--- config.mk ---
export PLATFORM = sky130hd
export DESIGN_NAME = hms_timekeeper
export DESIGN_NICKNAME = d
export VERILOG_FILES = /design/src/rtl/hms_pkg.sv /design/src/rtl/mod_counter.sv /design/src/rtl/hms_timekeeper.sv
export SDC_FILE = /design/constraint.sdc
export NUM_CORES = 1
export LEC_CHECK = 0
export CAP_MARGIN = 40
export CORE_MARGIN = 4
export CORE_UTILIZATION = 58
export CTS_CLUSTER_SIZE = 14
export DETAILED_ROUTE_END_ITERATION = 12
export GPL_ROUTABILITY_DRIVEN = 0
export PLACE_DENSITY = 0.83
export REMOVE_ABC_BUFFERS = 1
export SYNTH_ARGS = -nofsm -noshare
export SYNTH_HDL_FRONTEND = slang
export SYNTH_SLANG_ARGS = --single-unit
--- constraint.sdc ---
create_clock -name clk -period 7 [get_ports clk]
set_input_delay 1.4 -clock clk [delete_from_list [all_inputs] [get_ports clk]]
set_output_delay 1.4 -clock clk [all_outputs]
set_load 0.05 [all_outputs]
--- src/rtl/hms_pkg.sv ---
// Shared encodings and field constants for the HMS timekeeping blocks.
package hms_pkg;

   typedef enum logic [1:0] {
      MODE_RUN   = 2'b00,
      MODE_SECS  = 2'b01,
      MODE_MINS  = 2'b10,
      MODE_HOURS = 2'b11
   } mode_e;

   typedef enum logic {
      FUNC_CLOCK     = 1'b0,
      FUNC_COUNTDOWN = 1'b1
   } func_e;

   localparam int FIELD_W = 6;
   localparam int SEC_MOD = 60;
   localparam int MIN_MOD = 60;

endpackage

--- src/rtl/mod_counter.sv ---
// Modulo-MOD up/down field counter with combinational carry/borrow out.
module mod_counter
   import hms_pkg::*;
#(
   parameter int MOD = 60
) (
   input  logic               clk,
   input  logic               reset,
   input  logic               inc,
   input  logic               dec,
   input  logic               wrap_en,
   output logic [FIELD_W-1:0] value,
   output logic               carry,
   output logic               borrow
);

   localparam logic [FIELD_W-1:0] TOP = FIELD_W'(MOD - 1);
   localparam logic [FIELD_W-1:0] ONE = FIELD_W'(1);

   logic [FIELD_W-1:0] value_q;
   logic [FIELD_W-1:0] value_d;

   always_comb begin
      value_d = value_q;
      carry   = 1'b0;
      borrow  = 1'b0;
      if (inc && !dec) begin
         if (value_q == TOP) begin
            value_d = '0;
            carry   = 1'b1;
         end else begin
            value_d = value_q + ONE;
         end
      end else if (dec && !inc) begin
         // With wrap disabled the field floors at zero.
         if (value_q == '0) begin
            if (wrap_en) begin
               value_d = TOP;
               borrow  = 1'b1;
            end
         end else begin
            value_d = value_q - ONE;
         end
      end
   end

   always_ff @(posedge clk) begin
      if (reset) begin
         value_q <= '0;
      end else begin
         value_q <= value_d;
      end
   end

   assign value = value_q;

endmodule

--- src/rtl/hms_timekeeper.sv ---
// Hours/minutes/seconds core: prescaler, up/down timing, adjust, countdown expiry.
module hms_timekeeper
   import hms_pkg::*;
#(
   parameter int CLK_HZ    = 50_000_000,
   parameter int HOURS_MOD = 24
) (
   input  logic               clk,
   input  logic               reset,
   input  logic               enable,
   input  logic [1:0]         mode,
   input  logic               func,
   input  logic               plus,
   input  logic               minus,
   output logic [FIELD_W-1:0] hours,
   output logic [FIELD_W-1:0] mins,
   output logic [FIELD_W-1:0] secs,
   output logic               sec_tick,
   output logic               expired
);

   localparam int PW = (CLK_HZ > 1) ? $clog2(CLK_HZ) : 1;
   localparam logic [PW-1:0] PSC_TOP = PW'(CLK_HZ - 1);
   localparam logic [PW-1:0] PSC_ONE = PW'(1);
   localparam logic [FIELD_W-1:0] F_ONE = FIELD_W'(1);

   logic [PW-1:0] psc_q;
   logic [PW-1:0] psc_d;
   logic          sec_tick_q;
   logic          expired_q;
   logic          expired_d;

   logic run;
   logic tick;
   logic up_tick;
   logic dn_tick;
   logic adj_plus;
   logic adj_minus;
   logic accepted;
   logic is_zero;
   logic one_left;
   logic wrap_en;

   logic s_inc, s_dec, s_carry, s_borrow;
   logic m_inc, m_dec, m_carry, m_borrow;
   logic h_inc, h_dec;
   logic unused_h_carry, unused_h_borrow;

   assign run     = (mode == MODE_RUN);
   assign tick    = run && enable && (psc_q == PSC_TOP);
   assign up_tick = tick && (func == FUNC_CLOCK);
   assign dn_tick = tick && (func == FUNC_COUNTDOWN);

   assign adj_plus  = !run && plus && !minus;
   assign adj_minus = !run && minus && !plus;
   assign accepted  = adj_plus || adj_minus;

   assign is_zero  = (hours == '0) && (mins == '0) && (secs == '0);
   assign one_left = (hours == '0) && (mins == '0) && (secs == F_ONE);
   assign wrap_en  = !(dn_tick && is_zero);

   // Timed carry/borrow chains only on ticks; adjust touches one field.
   assign s_inc = up_tick || (adj_plus && mode == MODE_SECS);
   assign s_dec = dn_tick || (adj_minus && mode == MODE_SECS);
   assign m_inc = (up_tick && s_carry) || (adj_plus && mode == MODE_MINS);
   assign m_dec = (dn_tick && s_borrow) || (adj_minus && mode == MODE_MINS);
   assign h_inc = (up_tick && m_carry) || (adj_plus && mode == MODE_HOURS);
   assign h_dec = (dn_tick && m_borrow) || (adj_minus && mode == MODE_HOURS);

   mod_counter #(.MOD(SEC_MOD)) u_secs (
      .clk     (clk),
      .reset   (reset),
      .inc     (s_inc),
      .dec     (s_dec),
      .wrap_en (wrap_en),
      .value   (secs),
      .carry   (s_carry),
      .borrow  (s_borrow)
   );

   mod_counter #(.MOD(MIN_MOD)) u_mins (
      .clk     (clk),
      .reset   (reset),
      .inc     (m_inc),
      .dec     (m_dec),
      .wrap_en (wrap_en),
      .value   (mins),
      .carry   (m_carry),
      .borrow  (m_borrow)
   );

   mod_counter #(.MOD(HOURS_MOD)) u_hours (
      .clk     (clk),
      .reset   (reset),
      .inc     (h_inc),
      .dec     (h_dec),
      .wrap_en (wrap_en),
      .value   (hours),
      .carry   (unused_h_carry),
      .borrow  (unused_h_borrow)
   );

   always_comb begin
      psc_d = psc_q;
      if (!run) begin
         psc_d = '0;
      end else if (enable) begin
         psc_d = tick ? '0 : psc_q + PSC_ONE;
      end
   end

   always_comb begin
      expired_d = expired_q;
      if (accepted || func == FUNC_CLOCK) begin
         expired_d = 1'b0;
      end else if (dn_tick && (is_zero || one_left)) begin
         expired_d = 1'b1;
      end
   end

   always_ff @(posedge clk) begin
      if (reset) begin
         psc_q      <= '0;
         sec_tick_q <= 1'b0;
         expired_q  <= 1'b0;
      end else begin
         psc_q      <= psc_d;
         sec_tick_q <= tick;
         expired_q  <= expired_d;
      end
   end

   assign sec_tick = sec_tick_q;
   assign expired  = expired_q;

endmodule

# Yosys cells after proc, flatten, opt, wreduce, memory -nomap -nowiden
# Index checks and enable logic that the tools add are counted.
op_classes:
  n_addsub: 7
  n_reduce_logical: 59
  bitwise: 2
  n_mux: 26
  n_eq_ne: 11
ops:
  columns: ["operator", "count"]
  rows:
  - ["$mux W6", 14]
  - ["$logic_and A1 B1 Y1", 29]
  - ["$add A26 B1 Y26 const B", 1]
  - ["$eq A26 B26 Y1 const B", 1]
  - ["$mux W26", 1]
  - ["$add A6 B1 Y6 const B", 3]
  - ["$logic_not A6 Y1", 3]
  - ["$sub A6 B1 Y6 const B", 3]
  - ["$eq A6 B6 Y1 const B", 2]
  - ["$mux W1", 11]
  - ["$logic_not A1 Y1", 9]
  - ["$logic_or A1 B1 Y1", 9]
  - ["$ne A3 B2 Y1 const B", 3]
  - ["$eq A6 B1 Y1 const B", 1]
  - ["$eq A6 B5 Y1 const B", 1]
  - ["$reduce_and A2 Y1", 3]
  - ["$reduce_bool A2 Y1", 3]
  - ["$eq A2 B2 Y1 const B", 2]
  - ["$reduce_or A2 Y1", 2]
  - ["$eq A2 B1 Y1 const B", 1]
  - ["$logic_not A2 Y1", 1]
  - ["$not A1 Y1", 2]
word_totals:
  out_inout_bits: 20
  inputBits: 8
  regBits: 46
  wordCells: 111

# Longest topological paths before layout
logic_depth:
  depth_word: 21
  mapped_depth: 24
  ltp_nobuf: 23

# By module
# From an unflattened synthesis, not the netlist that was laid out.
hier_totals:
  cells_unflattened: 417
  area_unflattened_um2: 3398.3
by_module_without_submodules:
  columns: ["mod", "cells_each", "area_per_inst_um2", "n_inst", "seq_area_each_um2"]
  rows:
  - ["hms_timekeeper", 186, 1629.1, 1, 560.5]
  - ["mod_counter at u_mins ...", 79, 596.8, 2, 120.1]
  - ["mod_counter at u_hours", 73, 575.6, 1, 120.1]

# Least setup slack after synthesis
# Ideal clock, no wire load.
synth_timing:
  path_kind: "input to register"
  startpoint: "in enable"
  endpoint: "reg u_hours.value_q[2] (netlist: u_hours.value[2])"
  path_slack_ns: 1.376
  stages: 22
  n_path_buf: 3
  setup_time_ns: 0.086
  arrival_ns: 5.539
  required_time_ns: 6.914
  path_cell_list: "and4_1 -> clkbuf_1 -> nand2_1 -> or3_1 -> o21ai_0 -> ha_1 -> clkbuf_1 -> inv_1 -> nor4_1 -> inv_1 -> o22ai_1 -> ha_1 -> inv_1 -> nor4_1 -> inv_1 -> o22ai_1 -> ha_1 -> buf_1 -> nor2_1 -> a221oi_1 -> a21oi_1 -> a211oi_1"
synth_between:
  elab_chain_len: 19
  elab_cells_between_ends: 40
  cone_classes: "1 x eq/ne; 10 x mux; 29 x reduce/logical"
synth_rtl:
  columns: ["item", "line", "text"]
  rows:
  - ["start: declaration", "hms_timekeeper.sv:10", "input logic enable,"]
  - ["$logic_and A1 B1 Y1 (*) (2 in a row)", "hms_timekeeper.sv:50", "assign tick = run && enable && (psc_q == PSC_TOP);"]
  - ["$logic_and A1 B1 Y1, on equally long branches", "hms_timekeeper.sv:52, hms_timekeeper.sv:51", null]
  - ["$logic_and A1 B1 Y1 (tied with other cells)", "hms_timekeeper.sv:60", "assign wrap_en = !(dn_tick && is_zero);"]
  - ["$mux W1 (tied with other cells)", "mod_counter.sv:37", "if (wrap_en) begin"]
  - ["$mux W1 (tied with other cells)", "mod_counter.sv:36", "if (value_q == '0) begin"]
  - ["$mux W1, on equally long branches", "mod_counter.sv:34, mod_counter.sv:27", null]
  - ["$mux W1 or $logic_and A1 B1 Y1 (tied branches)", "mod_counter.sv:27, hms_timekeeper.sv:65", null]
  - ["$logic_and A1 B1 Y1 or $logic_or A1 B1 Y1 (tied branches)", "hms_timekeeper.sv:66, hms_timekeeper.sv:65", null]
  - ["[2 not listed]", null, null]
  - ["$mux W1 or $logic_and A1 B1 Y1 (tied branches)", "mod_counter.sv:34, mod_counter.sv:27", null]
  - ["$mux W1", "mod_counter.sv:27", "if (inc && !dec) begin"]
  - ["$logic_and A1 B1 Y1, on equally long branches", "hms_timekeeper.sv:68, hms_timekeeper.sv:67", null]
  - ["$logic_or A1 B1 Y1, on equally long branches", "hms_timekeeper.sv:68, hms_timekeeper.sv:67", null]
  - ["$logic_not A1 Y1, on equally long branches", "mod_counter.sv:27, mod_counter.sv:34", null]
  - ["$logic_and A1 B1 Y1, on equally long branches", "mod_counter.sv:27, mod_counter.sv:34", null]
  - ["$ne A3 B2 Y1 (no source line) or $reduce_bool A2 Y1 (tied branches)", null, null]
  - ["$reduce_and A2 Y1 (no source line)", null, null]
  - ["end signal: assignment", "mod_counter.sv:51", "value_q <= value_d;"]
  - ["end: declaration", "mod_counter.sv:20", "logic [FIELD_W-1:0] value_q;"]
# Mark *: on every way between the ends. The rest lies on a longest branch, timed or not.
# A chain may end at the register's enable or synchronous reset.

# Final worst setup path
layout_timing:
  startpoint: "in enable"
  endpoint: "reg u_hours.value_q[3] (netlist: u_hours.value[3])"
# The elaborated chain is that of the path after synthesis.

==> results.md <==
- Largest net degree at the start of global routing: 20
- Peak supply drop: 0.000120 V
- Reg area: 921 sq um
- Per-cell routed wire length: 16.1 um
- Post-DRT Antenna Nets: 0
- Worst hold slack: 0.542 ns
- CP Class: in2reg
- Post-Route WL: 8110 um
- CTS tree: done
- Critical path peak fanout: 13
- Vias in the first global route: 3022
- CTS Sinks: 46
- CP arrival: 6.57 ns
- Syn_area_per_cell: 7.76 sq um
- Fin crit period: 6.36 ns
- Grt ovf: 0
- Critical path's largest stage delay: 0.59 ns
- Worst-path cell chain: clkdlybuf4s50_1 -> and4_1 -> nand2_1 -> or3_1 -> o21ai_0 -> ha_1 -> inv_1 -> nor4_1 -> inv_1 -> o22ai_1 -> ha_1 -> inv_1 -> nor4_2 -> inv_1 -> o22ai_1 -> ha_1 -> and3_1 -> mux2i_1 -> a211oi_1 -> a31oi_1 -> a211oi_1
- Primary FF master, synth: dfxtp_1
- CP endpoint kind: flop
- Htree depth: 2
- Fill count: 440
- Grt met1 use: 0.375
- Final Skew: 0.00986 ns
- Ant diodes: 0
- Max-slew violation count: 0
- Post-synth top area cell: dfxtp_1
- CTS max path bufs: 2
- DIE WIDTH: 82.8 um
- Async set-reset flop share out of synthesis: 0
- Clk_lat worst skew: 0.30 ns
- RSZ-0062 raised after global routing: false
- Setup Buffers After CTS: 0
- Hold Path Class: reg2reg
- Worst setup SP type: input port
- Rel. slew slack: 0.482
- Power Density: 173 mW/mm^2
- Final hold violations: 0
- Core area: 0.00527 sq mm
- Final #Nets: 455
- DRT iter0 DRCs: 208
- Leak pwr: 1.25 nW
- Worst-Margin Slew: 0.775 ns
- Num ports: 28
- Yosys warns: 0
- Main area contributors after synthesis: dfxtp_1 28%, ha_1 6.2%, nor2_1 5.7%
- Initial antenna violation count: 0
- Met2 Use GR: 0.412
- Multi-input logic area: 0.00215 sq mm
- HPWL Detailed: 5780 um
- Mapped Area: 0.00324 sq mm
- Routed vias/inst: 6.51
- Setup TNS: 0 ns
- Die area: 0.00685 sq mm
- Slowest stage cell, crit path: clkdlybuf4s50_1
- Via count: 3268
- Clock tree root buffer cell: clkbuf_8
- Max Cap Viol: 0
- Post-Synthesis Cells: 418
- Met3 usage: 0.0378
- Synth unique cells: 62
- Chip Height: 82.8 um
- Crit-path most repeated cell: inv_1
- Hold path cells: 2
- Port buffer count: 27
- Initial Util: 0.615
- Outcome: complete, no violations
- Top cell type's share of synthesized area: 0.284
- Total track usage: 0.264
- Share of layout cells above drive strength 1: 0.0625
- Yosys reg bits: 46
- CP required: 7.21 ns
- Fmax: 157 MHz
- Row count: 26
- Setup Viol. Count Final: 0
- Total DRC errors in the routed layout: 0
- Reg2reg path depth: 21
- Area delta synth->final: 12.5%
- First-pass GRT wire length: 14400 um
- Sequential-to-total area share from yosys stat: 0.284
- Reg clk slew, reported paths: 0.09 ns
- TritonCTS Buffers: 5
- Final Cycle Share: 0.909
- Post-synth EDFFs: 0
- Global route hottest layer: met2
- DRT Pass-1 Iters: 5
==> cell families after synthesis <==
logic type,share of synthesized area
and+or+nand+nor,0.321
muxes,0.0285
adders and majority gates,0.0617
buffers and inverters,0.0559
xor gates and xnor gates,0.0783
AOI/OAI and AO/OA,0.171
DFF,0.284
==> repair_timing <==
item	CTS	global route
endpoints found under the hold margin	0	0
hold buffers	0	0
setup endpoints to repair	0	3
resized for setup	0	1
==> placed cells by master, fill, tap and decap left out, types with 3 or more instances in the layout <==
cell type        count
and4_1               9
mux2i_1              7
nor4_1               8
xor2_1              16
ha_1                16
o22ai_1              3
inv_1               24
nor2_1              49
nand4b_1             3
clkdlybuf4s50_1     27
xnor2_1             13
nand4_1             20
nor3_1              11
a31oi_1              7
nor2_2               3
and3_1               8
o21ai_0             16
a21oi_1             26
nand3_1             18
clkbuf_8             5
dfxtp_1             46
a211oi_1             5
o211ai_1             4
or3_1                3
nand2_1             29
nand2b_1             4
==> final cells by class <==
class / instances / share of cell area
Inverter: 24 / 0.0247
Sequential cell: 46 / 0.252
Multi-Input combinational cell: 325 / 0.588
Clock buffer: 6 / 0.0199
Timing Repair Buffer: 29 / 0.0802
Tap cell: 70 / 0.0240
Clock inverter: 2 / 0.0103
==> cell usage after synthesis, types with 2 or more instances <==
library cell and instances:
and2_1 2, a21oi_1 26, o31ai_2 2, dfxtp_1 46, a31oi_1 7, o41ai_1 2
o22ai_1 3, ha_1 16, a21o_1 2, mux2_2 2, nor3_1 11, and3_1 8
or3_1 3, nand2b_1 4, and4_1 9, nand4_1 20, o211ai_1 4, nand3b_1 2
xor2_1 16, nand4b_1 3, mux2i_1 7, nor2_2 3, nor4_1 9, inv_1 24
buf_2 4, a311oi_1 2, clkbuf_1 18, and4b_1 2, a211o_1 2, nand2_1 29
xnor2_1 13, or4_1 2, nand3_1 18, a31o_2 2, o21ai_0 16, a211oi_1 5
nor2_1 49
==> final timing paths <==
kind / from / to / slack (ns)
worst max-delay path: enable / u_hours.value[3] / 0.64
worst min-delay path: psc_q[4] / psc_q[4] / 0.54
worst max register to register: psc_q[18] / u_hours.value[3] / 1.51
worst min register to register: psc_q[4] / psc_q[4] / 0.54
==> through the flow <==
| stage | setup WS [ns] | utilization | cell area [sq um] | power [mW] | std cells |
|---|---|---|---|---|---|
| floorplan | 1.25 | - | 3150 | 0.390 | 395 |
| global placement | 0.585 | 0.667 | 3520 | 0.432 | 493 |
| detailed placement | 0.264 | 0.670 | 3530 | 0.436 | 494 |
| CTS | 0.557 | 0.691 | 3640 | 0.630 | 502 |
| global route | 0.113 | 0.692 | 3650 | 0.660 | 502 |
| finish | 0.639 | 0.692 | 3650 | 0.631 | 502 |
==> flip-flops by register name, summed over array words and instances, names as in the netlist <==
| name | flops |
|---|---|
| expired | 1 |
| sec_tick | 1 |
| u_mins.value | 6 |
| psc_q | 26 |
| u_hours.value | 6 |
| u_secs.value | 6 |
==> layer usage <==
metal	vias to the layer above	wire, um	part of all wire
met1	1547	3700	0.46
li1	1556	-	-
met5	-	0	0
met4	0	97	0.012
met3	10	617	0.076
met2	155	3700	0.46
==> worst max-delay path: cells and delay by family <==
kind	cells	cell delay, ns
compound gates	6	0.96
mux	1	0.08
buf+inv	5	1.09
fa+ha+maj	3	1.05
simple gates	6	1.98
==> power breakdown <==
group / total, mW / leakage, nW / internal [mW] / switching, mW
Sequential: 0.287 / 0.372 / 0.268 / 0.0188
Combinational: 0.145 / 0.831 / 0.0546 / 0.0908
Clock: 0.198 / 0.0514 / 0.107 / 0.0914
Power figures use the tool's default switching activity.
